<file path="src/rtl/pipelined_control_if.sv">
// ---------------------------------------------------------------------------
// pipelined_control_if
// Bundles the decode-stage signals between IF/ID, the pipelined control unit
// and the ID/EX latch.
//   Upstream -> control : instr, instr_valid, stall_in, flush_in, syscall_ack
//   Control -> ID/EX     : ex_ctrl {RegDst, ALUsrc, ALUop}, mem_ctrl
//                          {MemWrite, MemRead}, wb_ctrl {RegWrite, MemToReg},
//                          jump, branch, jr_ctrl, jal_ctrl, branch_op,
//                          ctrl_valid
//   Control -> upstream  : stall_out, syscall_req, illegal, halted
// modport master: the side that feeds instructions and consumes the bundles.
// modport slave : the control unit itself.
// ---------------------------------------------------------------------------
interface pipelined_control_if #(
    parameter int ALUOP_W = 5
);
    logic [31:0]        instr;
    logic               instr_valid;
    logic               stall_in;
    logic               flush_in;
    logic               syscall_ack;
    logic [ALUOP_W+1:0] ex_ctrl;
    logic [1:0]         mem_ctrl;
    logic [1:0]         wb_ctrl;
    logic               jump;
    logic               branch;
    logic               jr_ctrl;
    logic               jal_ctrl;
    logic [2:0]         branch_op;
    logic               ctrl_valid;
    logic               stall_out;
    logic               syscall_req;
    logic               illegal;
    logic               halted;

    modport master (
        output instr, instr_valid, stall_in, flush_in, syscall_ack,
        input  ex_ctrl, mem_ctrl, wb_ctrl, jump, branch, jr_ctrl, jal_ctrl,
               branch_op, ctrl_valid, stall_out, syscall_req, illegal, halted
    );

    modport slave (
        input  instr, instr_valid, stall_in, flush_in, syscall_ack,
        output ex_ctrl, mem_ctrl, wb_ctrl, jump, branch, jr_ctrl, jal_ctrl,
               branch_op, ctrl_valid, stall_out, syscall_req, illegal, halted
    );
endinterface

</file>
<file path="src/rtl/pipelined_control.sv">
// ---------------------------------------------------------------------------
// pipelined_control
// Registered, stall-aware MIPS control decoder between IF/ID and ID/EX.
// Decodes one instruction per cycle into EX/MEM/WB control bundles plus
// branch/jump controls, with one cycle of latency. Sequences multi-cycle DIV,
// holds a SYSCALL request until acknowledged, inserts bubbles on stall/flush
// and parks in a sticky HALT state after BREAK.
// Ports:
//   clk   : clock, all state on rising edge
//   rst_n : synchronous active-low reset
//   bus   : pipelined_control_if.slave (see interface header for members)
// ---------------------------------------------------------------------------
module pipelined_control #(
    parameter int ALUOP_W    = 5,
    parameter int DIV_CYCLES = 32
) (
    input  logic                  clk,
    input  logic                  rst_n,
    pipelined_control_if.slave    bus
);

    localparam int CNT_W = (DIV_CYCLES > 1) ? $clog2(DIV_CYCLES) : 1;

    localparam logic [ALUOP_W-1:0] OP_AND  = ALUOP_W'(0);
    localparam logic [ALUOP_W-1:0] OP_OR   = ALUOP_W'(1);
    localparam logic [ALUOP_W-1:0] OP_ADD  = ALUOP_W'(2);
    localparam logic [ALUOP_W-1:0] OP_LUI  = ALUOP_W'(3);
    localparam logic [ALUOP_W-1:0] OP_MFLO = ALUOP_W'(4);
    localparam logic [ALUOP_W-1:0] OP_MFHI = ALUOP_W'(5);
    localparam logic [ALUOP_W-1:0] OP_SUB  = ALUOP_W'(6);
    localparam logic [ALUOP_W-1:0] OP_SLT  = ALUOP_W'(7);
    localparam logic [ALUOP_W-1:0] OP_SLL  = ALUOP_W'(8);
    localparam logic [ALUOP_W-1:0] OP_SRA  = ALUOP_W'(9);
    localparam logic [ALUOP_W-1:0] OP_DIV  = ALUOP_W'(10);
    localparam logic [ALUOP_W-1:0] OP_MOVZ = ALUOP_W'(13);

    typedef struct packed {
        logic               reg_dst;
        logic               alu_src;
        logic [ALUOP_W-1:0] alu_op;
        logic               mem_write;
        logic               mem_read;
        logic               reg_write;
        logic               mem_to_reg;
        logic               jump;
        logic               branch;
        logic               jr;
        logic               jal;
        logic [2:0]         branch_op;
    } bundle_t;

    typedef enum logic [1:0] {RUN, DIV_WAIT, SYS_WAIT, HALT} state_t;

    state_t             state_reg, state_next;
    logic [CNT_W-1:0]   cnt_reg, cnt_next;
    bundle_t            bundle_reg, bundle_next;
    logic               valid_reg, valid_next;
    logic               stall_reg, stall_next;
    logic               sreq_reg, sreq_next;
    logic               illegal_reg, illegal_next;
    logic               halted_reg, halted_next;

    // Pure decode of the current instruction word.
    bundle_t            dec;
    logic               dec_ok;
    logic               is_div;
    logic               is_sys;
    logic               is_brk;
    logic               r_type;
    logic [ALUOP_W-1:0] r_op;

    always_comb begin
        dec    = '0;
        dec_ok = 1'b1;
        is_div = 1'b0;
        is_sys = 1'b0;
        is_brk = 1'b0;
        r_type = 1'b0;
        r_op   = OP_AND;
        case (bus.instr[31:26])
            6'h00: begin
                // The all-zero word is the canonical NOP (SLL $0,$0,0) and
                // carries no control at all, unlike a real SLL.
                if (bus.instr != 32'd0) begin
                    case (bus.instr[5:0])
                        6'h00:        begin r_type = 1'b1; r_op = OP_SLL;  end
                        6'h03:        begin r_type = 1'b1; r_op = OP_SRA;  end
                        6'h08:        begin dec.jump = 1'b1; dec.jr = 1'b1; end
                        6'h0A:        begin r_type = 1'b1; r_op = OP_MOVZ; end
                        6'h0C:        begin dec.reg_write = 1'b1; is_sys = 1'b1; end
                        6'h0D:        is_brk = 1'b1;
                        6'h10:        begin r_type = 1'b1; r_op = OP_MFHI; end
                        6'h12:        begin r_type = 1'b1; r_op = OP_MFLO; end
                        6'h1A:        begin r_type = 1'b1; r_op = OP_DIV; is_div = 1'b1; end
                        6'h20, 6'h21: begin r_type = 1'b1; r_op = OP_ADD;  end
                        6'h22, 6'h23: begin r_type = 1'b1; r_op = OP_SUB;  end
                        6'h24:        begin r_type = 1'b1; r_op = OP_AND;  end
                        6'h25:        begin r_type = 1'b1; r_op = OP_OR;   end
                        6'h2A:        begin r_type = 1'b1; r_op = OP_SLT;  end
                        default:      dec_ok = 1'b0;
                    endcase
                end
            end
            // REGIMM: only BLTZ (rt == 0) is supported.
            6'h01: begin
                if (bus.instr[20:16] == 5'd0) begin
                    dec.branch    = 1'b1;
                    dec.branch_op = 3'b110;
                end else begin
                    dec_ok = 1'b0;
                end
            end
            6'h02: dec.jump = 1'b1;
            6'h03: begin dec.jump = 1'b1; dec.jal = 1'b1; dec.reg_write = 1'b1; end
            6'h04: begin dec.branch = 1'b1; dec.branch_op = 3'b001; end
            6'h05: begin dec.branch = 1'b1; dec.branch_op = 3'b100; end
            6'h08, 6'h09: begin dec.reg_write = 1'b1; dec.alu_src = 1'b1; dec.alu_op = OP_ADD; end
            6'h0C: begin dec.reg_write = 1'b1; dec.alu_src = 1'b1; dec.alu_op = OP_AND; end
            6'h0D: begin dec.reg_write = 1'b1; dec.alu_src = 1'b1; dec.alu_op = OP_OR;  end
            6'h0F: begin dec.reg_write = 1'b1; dec.alu_src = 1'b1; dec.alu_op = OP_LUI; end
            6'h23: begin
                dec.mem_read   = 1'b1;
                dec.mem_to_reg = 1'b1;
                dec.reg_write  = 1'b1;
                dec.alu_src    = 1'b1;
                dec.alu_op     = OP_ADD;
            end
            6'h28, 6'h2B: begin dec.mem_write = 1'b1; dec.alu_src = 1'b1; dec.alu_op = OP_ADD; end
            default: dec_ok = 1'b0;
        endcase
        if (r_type) begin
            dec.reg_dst   = 1'b1;
            dec.reg_write = 1'b1;
            dec.alu_op    = r_op;
        end
    end

    // Next-state and next-output logic; every register defaults to a bubble.
    always_comb begin
        state_next   = state_reg;
        cnt_next     = cnt_reg;
        bundle_next  = '0;
        valid_next   = 1'b0;
        stall_next   = 1'b0;
        sreq_next    = 1'b0;
        illegal_next = 1'b0;
        halted_next  = 1'b0;
        case (state_reg)
            RUN: begin
                if (bus.flush_in || bus.stall_in || !bus.instr_valid) begin
                    // bubble
                end else if (!dec_ok) begin
                    illegal_next = 1'b1;
                end else if (is_brk) begin
                    halted_next = 1'b1;
                    stall_next  = 1'b1;
                    state_next  = HALT;
                end else begin
                    bundle_next = dec;
                    valid_next  = 1'b1;
                    if (is_div && (DIV_CYCLES > 1)) begin
                        cnt_next   = CNT_W'(DIV_CYCLES - 1);
                        stall_next = 1'b1;
                        state_next = DIV_WAIT;
                    end else if (is_sys) begin
                        sreq_next  = 1'b1;
                        stall_next = 1'b1;
                        state_next = SYS_WAIT;
                    end
                end
            end
            DIV_WAIT: begin
                // Counter was loaded with DIV_CYCLES-1; the edge that takes it
                // to zero releases the stall, giving DIV_CYCLES-1 stall cycles.
                cnt_next = cnt_reg - 1'b1;
                if (cnt_reg <= CNT_W'(1)) begin
                    state_next = RUN;
                end else begin
                    stall_next = 1'b1;
                end
            end
            SYS_WAIT: begin
                if (bus.syscall_ack) begin
                    state_next = RUN;
                end else begin
                    sreq_next  = 1'b1;
                    stall_next = 1'b1;
                end
            end
            HALT: begin
                halted_next = 1'b1;
                stall_next  = 1'b1;
            end
            default: state_next = RUN;
        endcase
    end

    always_ff @(posedge clk) begin
        if (!rst_n) begin
            state_reg   <= RUN;
            cnt_reg     <= '0;
            bundle_reg  <= '0;
            valid_reg   <= 1'b0;
            stall_reg   <= 1'b0;
            sreq_reg    <= 1'b0;
            illegal_reg <= 1'b0;
            halted_reg  <= 1'b0;
        end else begin
            state_reg   <= state_next;
            cnt_reg     <= cnt_next;
            bundle_reg  <= bundle_next;
            valid_reg   <= valid_next;
            stall_reg   <= stall_next;
            sreq_reg    <= sreq_next;
            illegal_reg <= illegal_next;
            halted_reg  <= halted_next;
        end
    end

    assign bus.ex_ctrl     = {bundle_reg.reg_dst, bundle_reg.alu_src, bundle_reg.alu_op};
    assign bus.mem_ctrl    = {bundle_reg.mem_write, bundle_reg.mem_read};
    assign bus.wb_ctrl     = {bundle_reg.reg_write, bundle_reg.mem_to_reg};
    assign bus.jump        = bundle_reg.jump;
    assign bus.branch      = bundle_reg.branch;
    assign bus.jr_ctrl     = bundle_reg.jr;
    assign bus.jal_ctrl    = bundle_reg.jal;
    assign bus.branch_op   = bundle_reg.branch_op;
    assign bus.ctrl_valid  = valid_reg;
    assign bus.stall_out   = stall_reg;
    assign bus.syscall_req = sreq_reg;
    assign bus.illegal     = illegal_reg;
    assign bus.halted      = halted_reg;

endmodule
</file>
<file path="src/flat_wrapper.sv">
// flat-port wrapper written by rule: the top's interface ports become plain ports
module pipelined_control_flat 
#(
    parameter int ALUOP_W    = 5,
    parameter int DIV_CYCLES = 32
)
  (clk, rst_n, bus_instr, bus_instr_valid, bus_stall_in, bus_flush_in, bus_syscall_ack, bus_ex_ctrl, bus_mem_ctrl, bus_wb_ctrl, bus_jump, bus_branch, bus_jr_ctrl, bus_jal_ctrl, bus_branch_op, bus_ctrl_valid, bus_stall_out, bus_syscall_req, bus_illegal, bus_halted);
  pipelined_control_if #(.ALUOP_W(ALUOP_W)) bus_i ();
  input  logic clk;
  input  logic rst_n;
  input wire logic [$bits(bus_i.instr)-1:0] bus_instr;
  input wire logic [$bits(bus_i.instr_valid)-1:0] bus_instr_valid;
  input wire logic [$bits(bus_i.stall_in)-1:0] bus_stall_in;
  input wire logic [$bits(bus_i.flush_in)-1:0] bus_flush_in;
  input wire logic [$bits(bus_i.syscall_ack)-1:0] bus_syscall_ack;
  output wire logic [$bits(bus_i.ex_ctrl)-1:0] bus_ex_ctrl;
  output wire logic [$bits(bus_i.mem_ctrl)-1:0] bus_mem_ctrl;
  output wire logic [$bits(bus_i.wb_ctrl)-1:0] bus_wb_ctrl;
  output wire logic [$bits(bus_i.jump)-1:0] bus_jump;
  output wire logic [$bits(bus_i.branch)-1:0] bus_branch;
  output wire logic [$bits(bus_i.jr_ctrl)-1:0] bus_jr_ctrl;
  output wire logic [$bits(bus_i.jal_ctrl)-1:0] bus_jal_ctrl;
  output wire logic [$bits(bus_i.branch_op)-1:0] bus_branch_op;
  output wire logic [$bits(bus_i.ctrl_valid)-1:0] bus_ctrl_valid;
  output wire logic [$bits(bus_i.stall_out)-1:0] bus_stall_out;
  output wire logic [$bits(bus_i.syscall_req)-1:0] bus_syscall_req;
  output wire logic [$bits(bus_i.illegal)-1:0] bus_illegal;
  output wire logic [$bits(bus_i.halted)-1:0] bus_halted;
  assign bus_i.instr = bus_instr;
  assign bus_i.instr_valid = bus_instr_valid;
  assign bus_i.stall_in = bus_stall_in;
  assign bus_i.flush_in = bus_flush_in;
  assign bus_i.syscall_ack = bus_syscall_ack;
  assign bus_ex_ctrl = bus_i.ex_ctrl;
  assign bus_mem_ctrl = bus_i.mem_ctrl;
  assign bus_wb_ctrl = bus_i.wb_ctrl;
  assign bus_jump = bus_i.jump;
  assign bus_branch = bus_i.branch;
  assign bus_jr_ctrl = bus_i.jr_ctrl;
  assign bus_jal_ctrl = bus_i.jal_ctrl;
  assign bus_branch_op = bus_i.branch_op;
  assign bus_ctrl_valid = bus_i.ctrl_valid;
  assign bus_stall_out = bus_i.stall_out;
  assign bus_syscall_req = bus_i.syscall_req;
  assign bus_illegal = bus_i.illegal;
  assign bus_halted = bus_i.halted;
  pipelined_control #(.ALUOP_W(ALUOP_W), .DIV_CYCLES(DIV_CYCLES)) u_core (.clk(clk), .rst_n(rst_n), .bus(bus_i));
endmodule
</file>
<file path="config.mk">
export PLATFORM = sky130hd
export DESIGN_NAME = pipelined_control_flat
export DESIGN_NICKNAME = d
export VERILOG_FILES = /design/src/rtl/pipelined_control_if.sv /design/src/rtl/pipelined_control.sv /design/src/flat_wrapper.sv
export SDC_FILE = /design/constraint.sdc
export NUM_CORES = 1
export LEC_CHECK = 0
export ABC_AREA = 1
export BUFFER_PORTS_ARGS = -buffer_cell sky130_fd_sc_hd__buf_2
export CORE_ASPECT_RATIO = 2
export CORE_UTILIZATION = 54
export DETAILED_ROUTE_END_ITERATION = 12
export PLACE_DENSITY = 0.85
export SLEW_MARGIN = 10
export SYNTH_ARGS = -nofsm -noshare
export SYNTH_HDL_FRONTEND = slang
export SYNTH_SLANG_ARGS = --single-unit
export TNS_END_PERCENT = 10
</file>
<file path="constraint.sdc">
create_clock -name clk -period 3.4 [get_ports clk]
set_clock_uncertainty 0.1 [all_clocks]
set_input_delay 0.34 -clock clk [delete_from_list [all_inputs] [get_ports clk]]
set_output_delay 0.34 -clock clk [all_outputs]
set_load 0.05 [all_outputs]
</file>
Word-level counts from Yosys, hierarchy flattened
Index checks and enable logic that the tools add are counted.
{"block": "op_classes", "n_addsub": 1, "magnitude_cmp": 1, "eq_ne": 38, "n_mux": 65, "n_bitwise": 4, "reduce_logical": 26}
{"cell": "6-bit == test, second input constant", "count": 10}
{"cell": "6-bit by 4-bit == test with 1-bit output, second input constant", "count": 9}
{"cell": "4-bit one-hot mux with 10 select lines", "count": 1}
{"cell": "1-bit 2-to-1 mux", "count": 38}
{"cell": "32-bit nonzero test", "count": 1}
{"cell": "5-bit 2-to-1 mux", "count": 6}
{"cell": "6-bit one-hot mux with 4 select lines", "count": 1}
{"cell": "6-bit by 2-bit == test with 1-bit output, second input constant", "count": 3}
{"cell": "6-bit by 5-bit == test with 1-bit output, second input constant", "count": 3}
{"cell": "16-bit OR reduction", "count": 1}
{"cell": "2-bit 2-to-1 mux", "count": 7}
{"cell": "13-bit OR reduction", "count": 1}
{"cell": "6-bit by 3-bit == test with 1-bit output, second input constant", "count": 2}
{"cell": "6-bit zero test", "count": 2}
{"cell": "12-bit OR reduction", "count": 1}
{"cell": "1-bit one-hot mux with 2 select lines", "count": 5}
{"cell": "5-bit one-hot mux with 2 select lines", "count": 1}
{"cell": "2-bit OR reduction", "count": 5}
{"cell": "5-bit OR reduction", "count": 2}
{"cell": "3-bit one-hot mux with 3 select lines", "count": 1}
{"cell": "7-bit OR reduction", "count": 1}
{"cell": "6-bit by 1-bit == test with 1-bit output, second input constant", "count": 1}
{"cell": "2-bit by 1-bit != test with 1-bit output, second input constant", "count": 3}
{"cell": "2-bit != test, second input constant", "count": 3}
{"cell": "22 further kinds", "count": 27}
{"block": "totals", "regBits": 29, "input_bits": 38, "out_inout_bits": 23, "elab_cells": 153}

Longest topological paths before layout
Gate-level depths: netlist of the first run.
{"block": "depth", "ltp_word": 10, "ltp_mapped": 11, "ltp_nobuf": 11}

Least setup slack after synthesis of the first run
Ideal clock, no wire load.
{"block": "synth_timing", "path_type": "reg2reg", "start": "register u_core.state_reg[0]", "end": "register u_core.bundle_reg (netlist bit u_core.bus.ex_ctrl[5])", "setup_time_ns": 0.067, "t_arrival_ns": 1.521, "t_required_ns": 3.233, "setup_slack_ns": 1.713, "stages_incl_launch_ff": 10, "n_path_buf": 1, "synth_period_minus_slack_ns": 1.687, "cell_sequence": "dfxtp_1 > inv_1 > ha_1 > inv_1 > nor2_1 > nand2_1 > nor2_1 > nand2_4 > buf_6 > a21oi_2"}
{"block": "synth_via", "elab_chain_len": 3}
{"element": "start, declared", "line_no": "pipelined_control.sv:54", "source": "state_t state_reg, state_next;"}
{"element": "start signal, assigned", "line_no": "pipelined_control.sv:209", "source": "state_reg <= state_next;"}
{"element": "2-bit zero test", "line_no": "pipelined_control.sv:148", "source": "case (state_reg)"}
{"element": "1-bit inverter (no line)"}
{"element": "5-bit OR reduction (no line)"}
{"element": "end signal, assigned", "line_no": "pipelined_control.sv:211", "source": "bundle_reg <= bundle_next;"}
{"element": "end, declared", "line_no": "pipelined_control.sv:56", "source": "bundle_t bundle_reg, bundle_next;"}
No other way between the ends.
A chain may end at the register's enable or synchronous reset.

Worst setup path in the final report of the first run
{"block": "layout_timing", "start": "register u_core.state_reg[1]", "end": "register u_core.bundle_reg (netlist bit u_core.bus.branch_op[0])"}
The elaborated chain is that of the path after synthesis.

==> results of run 1 <==
## power by group through the flow
stage          clock network (mW)  registers [mW]  logic (mW)
3_5_place_dp                    0           0.336      0.0895
3_3_place_gp                    0           0.336      0.0881
2_1_floorplan                   0           0.338      0.0498
6_report                    0.257           0.328      0.0902
4_1_cts                     0.261           0.328      0.0899
5_1_grt                     0.267           0.328       0.100
## layout by cell type, fill, tap and decap left out
cell type	n
buf_2	59
nand2_1	42
nor2_1	40
inv_1	34
dfxtp_1	28
nand3_1	22
o21ai_0	13
nor2_2	12
nor3_1	12
a21oi_1	9
inv_2	7
nor2_4	6
ha_1	6
nand4_1	4
a31oi_1	4
nand2_2	3
nand2_4	3
a21oi_2	3
clkbuf_8	3
nand3_2	2
or2_2	1
o21ai_2	1
nor3_2	1
o211ai_1	1
o21a_1	1
a211oi_2	1
o21ai_1	1
a41oi_1	1
o31ai_1	1
conb_1	1
bufinv_16	1
## kinds of logic (layout without fill, tap and decap cells)
group / count (synthesis) / after routing / synth area share [%]
AND/OR/NAND/NOR: 148 / 148 / 41.4
buffers and inverters: 44 / 104 / 10.2
AO/OA/AOI/OAI: 36 / 36 / 12.4
flip-flops: 28 / 28 / 31.6
adder cells (fa/ha/maj): 6 / 6 / 4.23
other: 1 / 1 / 0.212
## routing by layer
layer / vias up / GRT usage [%]
met2: 78 / 45.7
met5: - / 0
li1: 960 / -
met3: 15 / 1.52
met1: 784 / 22.1
met4: 0 / 15.1
## critical path: cells and delay by family (launching register included)
kind	cells	cell delay, ns
adder cells (fa/ha/maj)	1	0.24
buffers and inverters	2	0.21
flip-flops	1	0.34
AND/OR/NAND/NOR	5	1.05
## layout make-up
type                    instances  area (um^2)  area share (%)
inverters                      41          154            7.15
well taps                      31         38.8            1.80
flip-flops and latches         28          561            26.0
clock buffers                   3         41.3            1.92
multi-input cells             191         1030            48.0
clock inverters                 1         30.0            1.40
repair buffers                 59          295            13.7
## worst max path at each step
stage                               to  slack (ns)  depth (start not counted)
3_3_place_gp   u_core.bus.branch_op[0]        1.48                          8
2_1_floorplan    u_core.bus.ex_ctrl[5]        1.71                          9
6_report       u_core.bus.branch_op[0]        1.38                          8
5_1_grt        u_core.bus.branch_op[0]        1.17                          8
3_5_place_dp   u_core.bus.branch_op[0]        1.47                          8
4_1_cts        u_core.bus.branch_op[0]        1.37                          8
==> out/summary.txt, run 1 <==
Run status: finished, final reports clean
CP Capture Type: flip-flop
Critical R2R Launch: u_core.state_reg[1]
Clock-pin transition on the worst setup and hold timing paths: 0.09 ns
Cell Count, Final, Fillers Out: 354
Via density: 5.19
GRT Util Overall: 23.7%
Post-DRT Antenna Nets: 0
Ys async rst share: 0%
Cell count after synthesis: 263
Post-place setup slack: 1.47 ns
R2R setup slack: 1.38 ns
Leading cell types by count after synthesis: nand2_1 (42), nor2_1 (40), inv_1 (34), dfxtp_1 (28), nand3_1 (22)
Wl on met1: 1.43 mm
CTS H-tree depth: 1
Synthesized flop and latch total: 28
Hold Path End: u_core.bus.branch_op[0]
Initial drt markers: 30
WL met3: 174 um
Comb power frac: 13.3%
Filler Cell Count: 297
Kind of critical path: reg -> reg
Sequential area share after synthesis: 31.6%
Setup TNS: 0 ns
Number of diodes: 0
Final GP Congestion: 0.894
Reg2Reg Depth: 8
Nets: 368
Internal Pwr Total: 0.519 mW
Clock Latency Late Sink: 0.28 ns
Largest net degree at the start of global routing: 17
Critical-path cell list: inv_1 > ha_1 > inv_1 > nor2_1 > nand2_1 > nor2_1 > nand2_4 > nor3_1
Cell Rows: 29
Slowest cell on crit path: dfxtp_1
Yosys top cell area share: 31.6%
Max reg flops: 6
Layout area overhead: 21.4%
Peak supply drop: 0.166 mV
Vias: 1837
Core area: 3160 um^2
Clock Path Buffers: 2
Pre-Repair DR Iteration Count: 4
Util after Layout: 68.2%
Drt wl/cell: 11.1 um
Hold Vio Cnt, Final: 0
DP Wirelength: 3.16 mm
Placed Cells: 350
CTS tree: built
I/O Buffers: 59
Hold Path Depth: 2
Fmax: 495 MHz
Synth area leader: dfxtp_1
Hold Buf Count CTS: 0
Crit-path max FO: 13
Vias in the first global route: 1742
CP max stage delay: 0.34 ns
Critical path startpoint: u_core.state_reg[1]
Hold WS: 0.200 ns
Critical path required time: 3.50 ns
Final-report max-slew violation count: 0
Seq pwr share: 48.6%
WP data arrival: 2.12 ns
RSZ-0062 raised after global routing: no
Total chip power: 0.676 mW
Clock sink total: 28
P_sw: 0.157 mW
Fin crit share: 59.5%
EDFF count, synth: 0
Count leader, synth: nand2_1
Top sig layer: met4
IO Pins: 61
Cell Pwr Density: 314 nW/um^2
YS warnings: 0
Starting density of the core: 56.2%
Top_reg_cell synth: dfxtp_1
Final WL: 3.92 mm
Distinct cells, synth: 30
Post-Syn Nets: 307
CTS root buf: clkbuf_8
Setup crit start kind: flip-flop
Die Area: 3530 um^2
Setup bufs post-CTS: 0
Clock power frac: 38.1%
Post_cts resized: 0
Switching Share: 23.3%
Area post-placement: 2080 um^2
Slack of the critical path: 1.38 ns
Die Span Y: 83.0 um
Ranking of synthesized cells by area: dfxtp_1 (32%), nand2_1 (8.9%), nor2_1 (8.5%)
Layout cell share with drive strength beyond 1: 31.9%
FF-to-FF End: u_core.bus.branch_op[0]
First-pass GRT wire length: 6.70 mm
Syn_area_per_cell: 6.74 um^2
Hold Crit Start: bus_instr[26]
Die width: 42.5 um
P_leak: 1.14 nW
Final setup viols: 0
Post-route minimum period: 2.02 ns
Remaining routing DRC violations: 0
# Max-Cap Violations: 0
Final instance area: 2150 um^2
Worst hold path type: in -> reg
Initial antenna violation count: 0
Met2 WL: 2.11 mm
Cts bufs inserted: 3
Post-Syn Area: 1770 um^2
GRT overflow: 0
No activity file was read; power rests on OpenSTA's default activity.
==> run 2, diff against run 1 <==
- ABC_AREA: 1 -> 0
- CORE_UTILIZATION: 54 -> 45
- PLACE_DENSITY: 0.85 -> 0.76
- clock period: 3.4 -> 1.7 ns (I/O delays scaled with it)
==> run 2 against run 1 <==
Against the previous run: the run now ends with negative setup slack left; first-iteration DRC count rose to 3.5 times the previous value; fmax down 3.6%; clock power grew 110%; critical path type unchanged; sequential share of layout area shrank 4.8 points; utilization rose by 5.3 points; total power rose by 110%; count of clock-buffer cells in the layout unchanged; synthesized cell count down 17%.
==> out/summary.txt, run 2 <==
Run status: finished with violations
Failing checks: negative setup slack
DP Wirelength: 3.96 mm (+25%)
Critical-path cell list: inv_2 > ha_4 > nor4bb_4 > nand4bb_1 > nor3_2 > o21ai_2 > or3_4 > a21boi_2
IO Pins: 61 (unchanged)
WP data arrival: 2.21 ns (+0.09 ns)
Die Span Y: 88.8 um (+7.0%)
Hold Path End: u_core.bus.ex_ctrl[3]
Final GP Congestion: 0.933 (+4.3%)
Number of diodes: 0 (unchanged)
GRT overflow: 0 (unchanged)
Post-place setup slack: -0.445 ns (-1.91 ns)
Fin crit share: 123% (+64 points)
Vias: 2055 (+12%)
Synth area leader: dfxtp_1
YS warnings: 0 (unchanged)
Initial antenna violation count: 0 (unchanged)
Max reg flops: 6 (unchanged)
Layout cell share with drive strength beyond 1: 45.8% (+14 points)
Filler Cell Count: 281 (-5.4%)
Final setup viols: 27 (+27)
Final-report max-slew violation count: 0 (unchanged)
First-pass GRT wire length: 8.64 mm (+29%)
CTS root buf: clkbuf_8
Kind of critical path: reg -> reg
Fmax: 477 MHz (-3.6%)
Critical R2R Launch: u_core.state_reg[1]
Synthesized flop and latch total: 28 (unchanged)
R2R setup slack: -0.40 ns (-1.78 ns)
Hold Crit Start: bus_instr[5]
EDFF count, synth: 0 (unchanged)
CP Capture Type: flip-flop
Hold Buf Count CTS: 0 (unchanged)
Most frequent cells in the layout: buf_2 (59), buf_4 (56), dfxtp_1 (26), nor2_1 (23), nand2_1 (13)
Pre-Repair DR Iteration Count: 4 (unchanged)
Post-Syn Area: 1700 um^2 (-4.3%)
Ranking of synthesized cells by area: dfxtp_1 (33%), nor2_1 (5.3%), ha_1 (4.4%)
Final WL: 5.78 mm (+47%)
GRT Util Overall: 29.7% (+6.0 points)
Cell Count, Final, Fillers Out: 374 (+5.6%)
Peak supply drop: 0.446 mV (+170%)
Layout area overhead: 56.3%
Syn_area_per_cell: 7.82 um^2 (+16%)
Clock Path Buffers: 2 (unchanged)
Reg2Reg Depth: 8 (unchanged)
Starting density of the core: 47.0% (-9.1 points)
Slowest cell on crit path: or3_4
Total chip power: 1.45 mW (+110%)
Hold Path Depth: 3 (+1)
Post-DRT Antenna Nets: 0 (unchanged)
CTS tree: built
Worst hold path type: in -> reg
Via density: 5.49 (+5.9%)
I/O Buffers: 59 (unchanged)
RSZ-0062 raised after global routing: yes
Initial drt markers: 104 (+250%)
Util after Layout: 73.5% (+5.3 points)
Die width: 45.4 um (+6.8%)
Die Area: 4030 um^2 (+14%)
Largest net degree at the start of global routing: 17 (unchanged)
Cell count after synthesis: 217 (-17%)
Count leader, synth: dfxtp_1
Cts bufs inserted: 3 (unchanged)
Leading cell types by count after synthesis: dfxtp_1 (28), nor2_1 (24), nand2_1 (15), clkbuf_1 (13), inv_1 (13)
Hold Vio Cnt, Final: 0 (unchanged)
Drt wl/cell: 15.4 um (+40%)
Cell Rows: 31 (+6.9%)
Most common cell after layout, fill and taps aside: buf_2
FF-to-FF End: u_core.state_reg[1]
Post-route minimum period: 2.10 ns (+0.0760 ns)
Setup crit start kind: flip-flop
Nets: 370 (+0.54%)
CTS H-tree depth: 1 (unchanged)
Yosys top cell area share: 33.0% (+1.4 points)
Placed Cells: 361 (+3.1%)
Slack of the critical path: -0.397 ns (-1.78 ns)
Core area: 3610 um^2 (+14%)
Clock Latency Late Sink: 0.28 ns (about the same)
Clock sink total: 28 (unchanged)
Remaining routing DRC violations: 0 (unchanged)
Top_reg_cell synth: dfxtp_1
Distinct cells, synth: 50 (+67%)
P_leak: 1.23 nW (+8.1%)
Ys async rst share: 0% (unchanged)
Setup TNS: -6.16 ns (-6.16 ns)
CP max stage delay: 0.38 ns (+0.04 ns)
Register area: 563 um^2 (+0.45%)
Post-Syn Nets: 261 (-15%)
Sequential area share after synthesis: 33.0% (+1.4 points)
Multi-input logic area: 1110 um^2 (+7.2%)
Critical path required time: 1.82 ns (-1.68 ns)
Cell Pwr Density: 545 nW/um^2 (+74%)
Crit-path max FO: 3 (-10)
# Max-Cap Violations: 0 (unchanged)
Top delay family on crit path: simple AND/OR/NAND/NOR gates
Worst path buffer plus inverter count: 1 (-1)
Vias in the first global route: 2010 (+15%)
Clock-pin transition on the worst setup and hold timing paths: 0.10 ns (about the same)
## run 2: cell count changes in the layout (fill, tap and decap cells not counted), moves of 11 or more
| cell | before | now |
|---|---|---|
| nand3_1 | 22 | 7 |
| nor2_1 | 40 | 23 |
| nor2_2 | 12 | 1 |
| buf_4 | 0 | 56 |
| inv_1 | 34 | 11 |
| nand2_1 | 42 | 13 |
## run 2: how the worst max path moves through the flow
stage,start,to,slack [ns],cells after the start
after floorplan,bus_instr[31],u_core.bus.branch_op[2],-0.35,8
after global placement,bus_instr[27],u_core.bus.mem_ctrl[1],-0.39,6
after detailed placement,bus_instr[27],u_core.bus.branch_op[2],-0.44,6
after CTS,u_core.state_reg[1],u_core.state_reg[1],-0.22,8
after global routing,u_core.state_reg[1],u_core.state_reg[1],-0.50,8
final,u_core.state_reg[1],u_core.state_reg[1],-0.40,8
## run 2: metrics by stage
| step | cell area [um^2] | hold WS (ns) |
|---|---|---|
| after floorplan | 1700 | 0.206 |
| after global placement | 2400 | 0.399 |
| after detailed placement | 2400 | 0.386 |
| after CTS | 2620 | 0.106 |
| after global routing | 2650 | 0.118 |
| final | 2650 | 0.110 |
## run 2: layer usage
| metal | vias up | GRT usage, % | wire length, um |
|---|---|---|---|
| met3 | 25 | 6.53 | 234 |
| met2 | 88 | 58.4 | 3440 |
| met5 | - | 0 | 0 |
| met4 | 0 | 17.6 | 225 |
| met1 | 953 | 24.2 | 1880 |
| li1 | 989 | - | - |
## run 2: where the power goes
part	switching (mW)	internal (mW)	total [mW]
sequential	0.000401	0.656	0.657
combinational	0.131	0.131	0.262
clock	0.212	0.316	0.528
total	0.343	1.10	1.45
## run 2: logic make-up (layout without fill, tap and decap cells)
kind of cell / after synthesis / in the layout / share of synthesized area (%)
buffers and inverters: 31 / 138 / 8.26
other: 1 / 1 / 0.221
AOI/OAI and AO/OA: 53 / 54 / 22.1
xor gates and xnor gates: 1 / 1 / 0.516
adders and majority gates: 6 / 6 / 4.42
DFF: 28 / 28 / 33.0
and+or+nand+nor: 97 / 97 / 31.4
## run 2: timing repair
action | 4_1_cts | 5_1_grt
pin swaps | 19 | 5
gates cloned | 1 | 0
resized for setup | 22 | 9
setup endpoints to repair | 25 | 28
buffers inserted | 9 | 0
hold endpoints to repair | 0 | 0
## run 2: cell type report
class / instances / share of cell area [%]
clock inverters: 1 / 1.13
well taps: 49 / 2.31
repair buffers: 121 / 30.2
inverters: 13 / 1.84
multi-input cells: 159 / 41.7
clock buffers: 3 / 1.56
flip-flops and latches: 28 / 21.2
## run 2: worst min-delay path: cells and delay by family
kind          cells  cell delay [ns]
simple gates      1             0.05
buf+inv           2             0.22
